## config.mk

```make
export PLATFORM = sky130hd
export DESIGN_NAME = control_unit
export DESIGN_NICKNAME = d
export VERILOG_FILES = /design/src/rtl/control_pkg.sv /design/src/rtl/control_decode.sv /design/src/rtl/control_unit.sv
export SDC_FILE = /design/constraint.sdc
export NUM_CORES = 1
export LEC_CHECK = 0
export BUFFER_PORTS_ARGS = -buffer_cell sky130_fd_sc_hd__buf_2
export CAP_MARGIN = 0
export CORE_MARGIN = 10
export CORE_UTILIZATION = 30
export CTS_CLUSTER_DIAMETER = 30
export DETAILED_ROUTE_END_ITERATION = 6
export PLACE_DENSITY_LB_ADDON = 0.3
export REMOVE_ABC_BUFFERS = 1
export SYNTH_ARGS = -nofsm -noshare
export SYNTH_HDL_FRONTEND = slang
export SYNTH_SLANG_ARGS = --single-unit
```

## constraint.sdc

```tcl
create_clock -name clk -period 7.9 [get_ports clk]
set_clock_uncertainty 0.05 [all_clocks]
set_input_delay 1.58 -clock clk [delete_from_list [all_inputs] [get_ports clk]]
set_output_delay 1.58 -clock clk [all_outputs]
set_load 0.02 [all_outputs]
```

## src/rtl/control_pkg.sv

```systemverilog
// control_pkg: state, opcode-class and control-field encodings shared by the control unit
package control_pkg;

    typedef enum logic [4:0] {
        S_RESET, S_FETCH, S_IR_LOAD, S_DECODE,
        S_EXEC_R, S_EXEC_I, S_WB_ALU,
        S_ADDR, S_MEM_RD, S_MEM_LATCH, S_WB_LD, S_MEM_WR,
        S_BRANCH, S_PC_INC, S_LUI, S_JAL1, S_JAL2,
        S_EXC_CAUSE, S_EXC_EPC, S_EXC_LATCH, S_EXC_JUMP, S_HALT
    } state_t;

    typedef enum logic [3:0] {
        OP_INV, OP_ADD, OP_SUB, OP_AND, OP_ADDI, OP_LD, OP_SD,
        OP_BEQ, OP_BNE, OP_LUI, OP_JAL, OP_EBREAK
    } opClass_t;

    localparam logic [6:0] OPC_R    = 7'b0110011;
    localparam logic [6:0] OPC_ADDI = 7'b0010011;
    localparam logic [6:0] OPC_LD   = 7'b0000011;
    localparam logic [6:0] OPC_SD   = 7'b0100011;
    localparam logic [6:0] OPC_BR   = 7'b1100011;
    localparam logic [6:0] OPC_LUI  = 7'b0110111;
    localparam logic [6:0] OPC_JAL  = 7'b1101111;
    localparam logic [6:0] OPC_SYS  = 7'b1110011;

    localparam logic [2:0] F3_ADD = 3'b000;
    localparam logic [2:0] F3_AND = 3'b111;
    localparam logic [2:0] F3_LD  = 3'b011;
    localparam logic [2:0] F3_SD  = 3'b111;
    localparam logic [2:0] F3_BEQ = 3'b000;
    localparam logic [2:0] F3_BNE = 3'b001;
    localparam logic [6:0] F7_BASE = 7'b0000000;
    localparam logic [6:0] F7_SUB  = 7'b0100000;

    localparam logic       MUXA_PC   = 1'b0;
    localparam logic       MUXA_REGA = 1'b1;
    localparam logic [1:0] MUXB_REGB  = 2'b00;
    localparam logic [1:0] MUXB_FOUR  = 2'b01;
    localparam logic [1:0] MUXB_IMM   = 2'b10;
    localparam logic [1:0] MUXB_IMMSH = 2'b11;
    localparam logic [1:0] MUXPC_ALU    = 2'b00;
    localparam logic [1:0] MUXPC_ALUOUT = 2'b01;
    localparam logic [1:0] MUXPC_EXC    = 2'b10;
    localparam logic [2:0] MUXD_ALUOUT = 3'b000;
    localparam logic [2:0] MUXD_IMM    = 3'b001;
    localparam logic [2:0] MUXD_MDR    = 3'b010;
    localparam logic [2:0] MUXD_PC     = 3'b101;
    localparam logic [1:0] MUXM_ALUOUT  = 2'b00;
    localparam logic [1:0] MUXM_VEC_INV = 2'b01;
    localparam logic [1:0] MUXM_VEC_OVF = 2'b10;

    localparam logic [2:0] ALU_PASS = 3'b000;
    localparam logic [2:0] ALU_ADD  = 3'b001;
    localparam logic [2:0] ALU_SUB  = 3'b010;
    localparam logic [2:0] ALU_AND  = 3'b011;

    localparam logic [2:0] IMM_I  = 3'b000;
    localparam logic [2:0] IMM_S  = 3'b001;
    localparam logic [2:0] IMM_SB = 3'b010;
    localparam logic [2:0] IMM_U  = 3'b011;
    localparam logic [2:0] IMM_UJ = 3'b100;

    localparam logic [1:0] BRK_DWORD = 2'b00;
    localparam logic [1:0] BRK_BYTE  = 2'b11;

    localparam logic CAUSE_INVALID = 1'b0;
    localparam logic CAUSE_OVF     = 1'b1;

endpackage

```

## src/rtl/control_decode.sv

```systemverilog
// control_decode: classifies the latched instruction into one supported operation
module control_decode
    import control_pkg::*;
(
    input  logic [31:0] complete_inst,
    output opClass_t    opClass,
    output logic        valid
);

    logic [6:0] opcode;
    logic [2:0] funct3;
    logic [6:0] funct7;
    logic       unusedFields;

    assign opcode = complete_inst[6:0];
    assign funct3 = complete_inst[14:12];
    assign funct7 = complete_inst[31:25];
    assign unusedFields = ^{complete_inst[24:15], complete_inst[11:7]};

    // opcode plus funct fields select the class; any other combination is invalid
    always_comb begin
        opClass = OP_INV;
        case (opcode)
            OPC_R:    opClass = (funct3 == F3_ADD && funct7 == F7_BASE) ? OP_ADD :
                                (funct3 == F3_ADD && funct7 == F7_SUB)  ? OP_SUB :
                                (funct3 == F3_AND && funct7 == F7_BASE) ? OP_AND : OP_INV;
            OPC_ADDI: opClass = (funct3 == F3_ADD) ? OP_ADDI : OP_INV;
            OPC_LD:   opClass = (funct3 == F3_LD) ? OP_LD : OP_INV;
            OPC_SD:   opClass = (funct3 == F3_SD) ? OP_SD : OP_INV;
            OPC_BR:   opClass = (funct3 == F3_BEQ) ? OP_BEQ : (funct3 == F3_BNE) ? OP_BNE : OP_INV;
            OPC_LUI:  opClass = OP_LUI;
            OPC_JAL:  opClass = OP_JAL;
            OPC_SYS:  opClass = OP_EBREAK;
            default:  opClass = OP_INV;
        endcase
    end

    assign valid = opClass != OP_INV;

endmodule

```

## src/rtl/control_unit.sv

```systemverilog
// control_unit: multicycle sequencer driving the RISC-V datapath strobes and selects
module control_unit
    import control_pkg::*;
(
    input  logic        clk,
    input  logic        rst,
    input  logic [31:0] complete_inst,
    input  logic        Igual,
    input  logic        Overflow,
    output logic        PcWr,
    output logic        InRegWr,
    output logic        RegAWr,
    output logic        RegBWr,
    output logic        AluOutWr,
    output logic        MdrWr,
    output logic        DtMemWr,
    output logic        BaRegWr,
    output logic        EpcWr,
    output logic        CaseWr,
    output logic        MuxAS,
    output logic [1:0]  MuxBS,
    output logic [1:0]  MuxPC,
    output logic [2:0]  MuxDS,
    output logic [1:0]  MuxDataMem,
    output logic [2:0]  AluOp,
    output logic [2:0]  immtype,
    output logic [1:0]  break_type,
    output logic [1:0]  break_mem_type,
    output logic [1:0]  ShiftOP,
    output logic [63:0] Case_Number,
    output logic        halted
);

    state_t     state, nextState;
    opClass_t   opClass;
    logic       valid;
    logic       cause;
    logic       pcInc;
    logic       ovfTrap;
    logic       taken;
    logic [1:0] vecSel;

    control_decode uDecode (
        .complete_inst(complete_inst),
        .opClass(opClass),
        .valid(valid)
    );

    assign ovfTrap = Overflow && (opClass == OP_ADD || opClass == OP_SUB || opClass == OP_ADDI);
    assign taken = (opClass == OP_BEQ && Igual) || (opClass == OP_BNE && !Igual);
    assign vecSel = (cause == CAUSE_OVF) ? MUXM_VEC_OVF : MUXM_VEC_INV;
    assign ShiftOP = 2'b00;

    // state register; the cause is captured on the edge that enters the trap sequence
    always_ff @(posedge clk) begin
        if (rst) begin
            state <= S_RESET;
            cause <= CAUSE_INVALID;
        end else begin
            state <= nextState;
            if (nextState == S_EXC_CAUSE)
                cause <= (state == S_DECODE) ? CAUSE_INVALID : CAUSE_OVF;
        end
    end

    // next state and Moore outputs, with Mealy branch/overflow decisions; all zero under rst
    always_comb begin
        PcWr = 1'b0;
        InRegWr = 1'b0;
        RegAWr = 1'b0;
        RegBWr = 1'b0;
        AluOutWr = 1'b0;
        MdrWr = 1'b0;
        DtMemWr = 1'b0;
        BaRegWr = 1'b0;
        EpcWr = 1'b0;
        CaseWr = 1'b0;
        MuxAS = MUXA_PC;
        MuxBS = MUXB_REGB;
        MuxPC = MUXPC_ALU;
        MuxDS = MUXD_ALUOUT;
        MuxDataMem = MUXM_ALUOUT;
        AluOp = ALU_PASS;
        immtype = IMM_I;
        break_type = BRK_DWORD;
        break_mem_type = BRK_DWORD;
        Case_Number = '0;
        halted = 1'b0;
        pcInc = 1'b0;
        nextState = state;
        if (!rst) begin
            case (state)
                S_RESET:   nextState = S_FETCH;
                S_FETCH:   nextState = S_IR_LOAD;
                S_IR_LOAD: begin
                    InRegWr = 1'b1;
                    nextState = S_DECODE;
                end
                S_DECODE: begin
                    RegAWr = 1'b1;
                    RegBWr = 1'b1;
                    AluOutWr = 1'b1;
                    MuxBS = MUXB_IMMSH;
                    AluOp = ALU_ADD;
                    immtype = (opClass == OP_JAL) ? IMM_UJ : IMM_SB;
                    if (!valid)
                        nextState = S_EXC_CAUSE;
                    else
                        case (opClass)
                            OP_ADD, OP_SUB, OP_AND: nextState = S_EXEC_R;
                            OP_ADDI:                nextState = S_EXEC_I;
                            OP_LD, OP_SD:           nextState = S_ADDR;
                            OP_BEQ, OP_BNE:         nextState = S_BRANCH;
                            OP_LUI:                 nextState = S_LUI;
                            OP_JAL:                 nextState = S_JAL1;
                            OP_EBREAK:              nextState = S_HALT;
                            default:                nextState = S_EXC_CAUSE;
                        endcase
                end
                S_EXEC_R: begin
                    MuxAS = MUXA_REGA;
                    AluOutWr = 1'b1;
                    AluOp = (opClass == OP_SUB) ? ALU_SUB : (opClass == OP_AND) ? ALU_AND : ALU_ADD;
                    nextState = ovfTrap ? S_EXC_CAUSE : S_WB_ALU;
                end
                S_EXEC_I: begin
                    MuxAS = MUXA_REGA;
                    MuxBS = MUXB_IMM;
                    AluOp = ALU_ADD;
                    AluOutWr = 1'b1;
                    nextState = ovfTrap ? S_EXC_CAUSE : S_WB_ALU;
                end
                S_WB_ALU: begin
                    BaRegWr = 1'b1;
                    pcInc = 1'b1;
                    nextState = S_FETCH;
                end
                S_ADDR: begin
                    MuxAS = MUXA_REGA;
                    MuxBS = MUXB_IMM;
                    AluOp = ALU_ADD;
                    AluOutWr = 1'b1;
                    immtype = (opClass == OP_SD) ? IMM_S : IMM_I;
                    nextState = (opClass == OP_SD) ? S_MEM_WR : S_MEM_RD;
                end
                S_MEM_RD:  nextState = S_MEM_LATCH;
                S_MEM_LATCH: begin
                    MdrWr = 1'b1;
                    nextState = S_WB_LD;
                end
                S_WB_LD: begin
                    BaRegWr = 1'b1;
                    MuxDS = MUXD_MDR;
                    pcInc = 1'b1;
                    nextState = S_FETCH;
                end
                S_MEM_WR: begin
                    DtMemWr = 1'b1;
                    pcInc = 1'b1;
                    nextState = S_FETCH;
                end
                S_BRANCH: begin
                    MuxAS = MUXA_REGA;
                    AluOp = ALU_SUB;
                    PcWr = taken;
                    MuxPC = taken ? MUXPC_ALUOUT : MUXPC_ALU;
                    nextState = taken ? S_FETCH : S_PC_INC;
                end
                S_PC_INC: begin
                    pcInc = 1'b1;
                    nextState = S_FETCH;
                end
                S_LUI: begin
                    immtype = IMM_U;
                    MuxDS = MUXD_IMM;
                    BaRegWr = 1'b1;
                    pcInc = 1'b1;
                    nextState = S_FETCH;
                end
                S_JAL1: begin
                    pcInc = 1'b1;
                    nextState = S_JAL2;
                end
                S_JAL2: begin
                    BaRegWr = 1'b1;
                    MuxDS = MUXD_PC;
                    MuxPC = MUXPC_ALUOUT;
                    PcWr = 1'b1;
                    nextState = S_FETCH;
                end
                S_EXC_CAUSE: begin
                    CaseWr = 1'b1;
                    Case_Number = {63'b0, cause};
                    AluOutWr = 1'b1;
                    nextState = S_EXC_EPC;
                end
                S_EXC_EPC: begin
                    EpcWr = 1'b1;
                    MuxDataMem = vecSel;
                    nextState = S_EXC_LATCH;
                end
                S_EXC_LATCH: begin
                    MdrWr = 1'b1;
                    MuxDataMem = vecSel;
                    nextState = S_EXC_JUMP;
                end
                S_EXC_JUMP: begin
                    MuxDS = MUXD_MDR;
                    break_type = BRK_BYTE;
                    MuxPC = MUXPC_EXC;
                    PcWr = 1'b1;
                    nextState = S_FETCH;
                end
                S_HALT:    halted = 1'b1;
                default:   nextState = S_RESET;
            endcase
            if (pcInc) begin
                MuxBS = MUXB_FOUR;
                AluOp = ALU_ADD;
                PcWr = 1'b1;
            end
        end
    end

endmodule

```

==> flow_summary.toml <==
[floorplan]
die_width_microns = 101.2
num_rows = 29
core-area_sq_um = 6386
num_io_pins = 133
dieArea_sq_um = 10230
start_util_pct = 30.94
die_h_microns = 101.2

[detailed_routing]
drt-initial-drc-count = 61
dr.pass1.iters = 4
dr_total_vias = 1927
wire_per_inst_microns = 13.81
viasPerCell = 4.746
antenna_left = 0
drc_errors = 0
wirelength_mm = 5.608

[final_layout]
final_common_cell = "conb_1"
post-route-util_pct = 31.41
final_cell_mix = "conb_1 (68), buf_2 (49), nor2_1 (27)"
layout-drive-gt1-share_pct = 19.51
syn2layout_area_growth_pct = 1.520
fillCellCount = 727
fin_nets = 372
final_cell_area_sq_um = 2006

[clock_tree]
cts.sinks = 6
clk_latency_ns = 0.22
cts_tree = "done"
cts_made_buffers = 3
htreeDepth = 1
hold_buffers = 0
cts_root_buf = "clkbuf_8"
clock_path_buffers = 2
postCtsSetupBuffers = 0
cts_resized = 0
clkTransAtPathRegs_ns = 0.03

[synth]
postSynthAreaPerCell_sq_um = 6.652
ys_seq_elements = 6
synth-seq-area-share_pct = 6.080
synth_area_sq_um = 1976
async_flop_share_pct = 0
synth_cell_types = 65
ys.flop_type = "dfxtp_1"
synth_edf_count = 0
syn_inst = 297
ys_warn_count = 0

[sta]
tns_ns = 0
setup_violations = 0
rsz0062_at_grt = "false"
finalCritPeriodShare_pct = 78.00
finalHoldViolCount = 0
slew_headroom_pct = 47.49
worstMarginPinSlew_ns = 0.7866
whs_ns = 0.5708
min_period_ns = 6.162
max_freq_mhz = 162.3
slew_viol_final = 0

[critical_path]
worstPathCellList = "buf_2 > nor2_1 > nand3_1 > nor4_1 > and3_1 > and2_1 > a311oi_1 > ha_1 > inv_1 > a211oi_1 > a31oi_1 > o32a_1 > nor3_1 > o21bai_1 > buf_2"
path_buf_inv = 3
worst_path_dominant_cell_family = "compound AO/OA/AOI/OAI gates"
criticalPathCategory = "input port to output port"
path_max_fanout = 8
required_ns = 6.27
worstPathArrival_ns = 4.53
cp_slowest_cell = "a311oi_1"
end_kind = "output port"
slowest_delay_ns = 0.47
critPathLaunchType = "input port"
crit_path_frequent_cell = "buf_2"

[power_and_ir_drop]
p_leak_nw = 0.9717
p_per_area_nw_per_um2 = 83.05
power_w = 0.0001666
max-vdd-ir-drop_mv = 0.06307

[place]
portBuffers = 49
placed_area_sq_um = 1962
gp_congestion = 0.8564
place_hpwl_mm = 4.636

[run]
drv_cap = 0

[grt]
grt-ovfl-total = 0
grt_max_degree = 26
grt_usage_pct = 9.737
grt_first_pass_wirelength_mm = 8.783
antenna_found_initial = 1
first_global_vias = 1833

[hold_path]
hold_class = "flip-flop to flip-flop"

[run_status]
status = "complete, no violations"
report_power, final:
group	leakage [nW]	internal (W)	switching [W]	total [W]
logic	0.901	0.0000213	0.0000601	0.0000814
registers	0.0491	0.0000332	0.00000775	0.0000410
clock network	0.0216	0.0000326	0.0000116	0.0000442
worst register-to-register path: stages, from the launching register on:
cell and delay [ns]:
dfxtp_1 0.82, nor2b_1 0.40, and2_1 0.25, nand4_1 0.10, mux2i_1 0.25, a211o_1 0.16, o311ai_0 0.20, or3_1 0.40
o311ai_1 0.10
area by class of cell:
type	instances	area (sq um)	area share (%)
Inverter	9	33.78	1.684
Multi-Input combinational cell	261	1466	73.11
Antenna cell	1	2.502	0.1248
Tap cell	77	96.34	4.804
Clock buffer	3	41.29	2.059
Timing Repair Buffer	49	245.2	12.23
Sequential cell	6	120.1	5.989
synthesized netlist by cell type, drive strengths merged (3+ instances only):
library cell / count / area (sq um)
a211o: 4 / 37.54
a211oi: 3 / 22.52
a21oi: 11 / 58.81
and2: 4 / 26.28
and3: 8 / 51.30
and3b: 4 / 36.29
buf: 75 / 558.0
clkbuf: 13 / 48.80
dfxtp: 6 / 120.1
ha: 6 / 75.07
inv: 9 / 33.78
nand2: 19 / 71.32
nand2b: 5 / 31.28
nand3: 10 / 50.05
nand4: 3 / 18.77
nor2: 27 / 101.4
nor2b: 9 / 56.30
nor3: 15 / 75.07
nor3b: 3 / 22.52
o211ai: 3 / 27.52
o21ai: 14 / 73.82
o22ai: 4 / 25.02
or3: 4 / 25.02
metrics by stage:
stage                     setup WS, ns  std cells
after CTS                        1.710        405
final                            1.738        406
after detailed placement         1.743        402
after global routing             1.301        405
after floorplan                  1.993        276
after global placement           1.798        402
path summary, 6_finish.rpt:
check	start	endpoint	slack [ns]	cells past startpoint
worst min-delay path	cause	cause	0.57	2
worst max-delay path	complete_inst[3]	PcWr	1.74	15
worst min register to register	cause	cause	0.57	2
worst max register to register	state[2]	cause	5.08	8
state kept, by name, indices dropped and copies added (netlist names):
| register | cells |
|---|---|
| state | 5 |
| cause | 1 |
per-layer routing:
layer / up-vias / global-route usage (%) / share of wire [%]
met5: - / 0 / 0
met4: 0 / 0.9646 / 0
met3: 0 / 3.404 / 12
met2: 82 / 15.97 / 45
met1: 869 / 12.40 / 43
li1: 976 / - / -
logic make-up after synthesis:
group           count (synthesis)  synth area share (%)
compound gates                 67                 24.57
fa+ha+maj                       6                 3.800
buf+inv                        97                 32.43
flops                           6                 6.080
mux                             1                0.5067
other cells                     1                0.1898
simple gates                  119                 32.43
(Power assumes the default switching activity.)
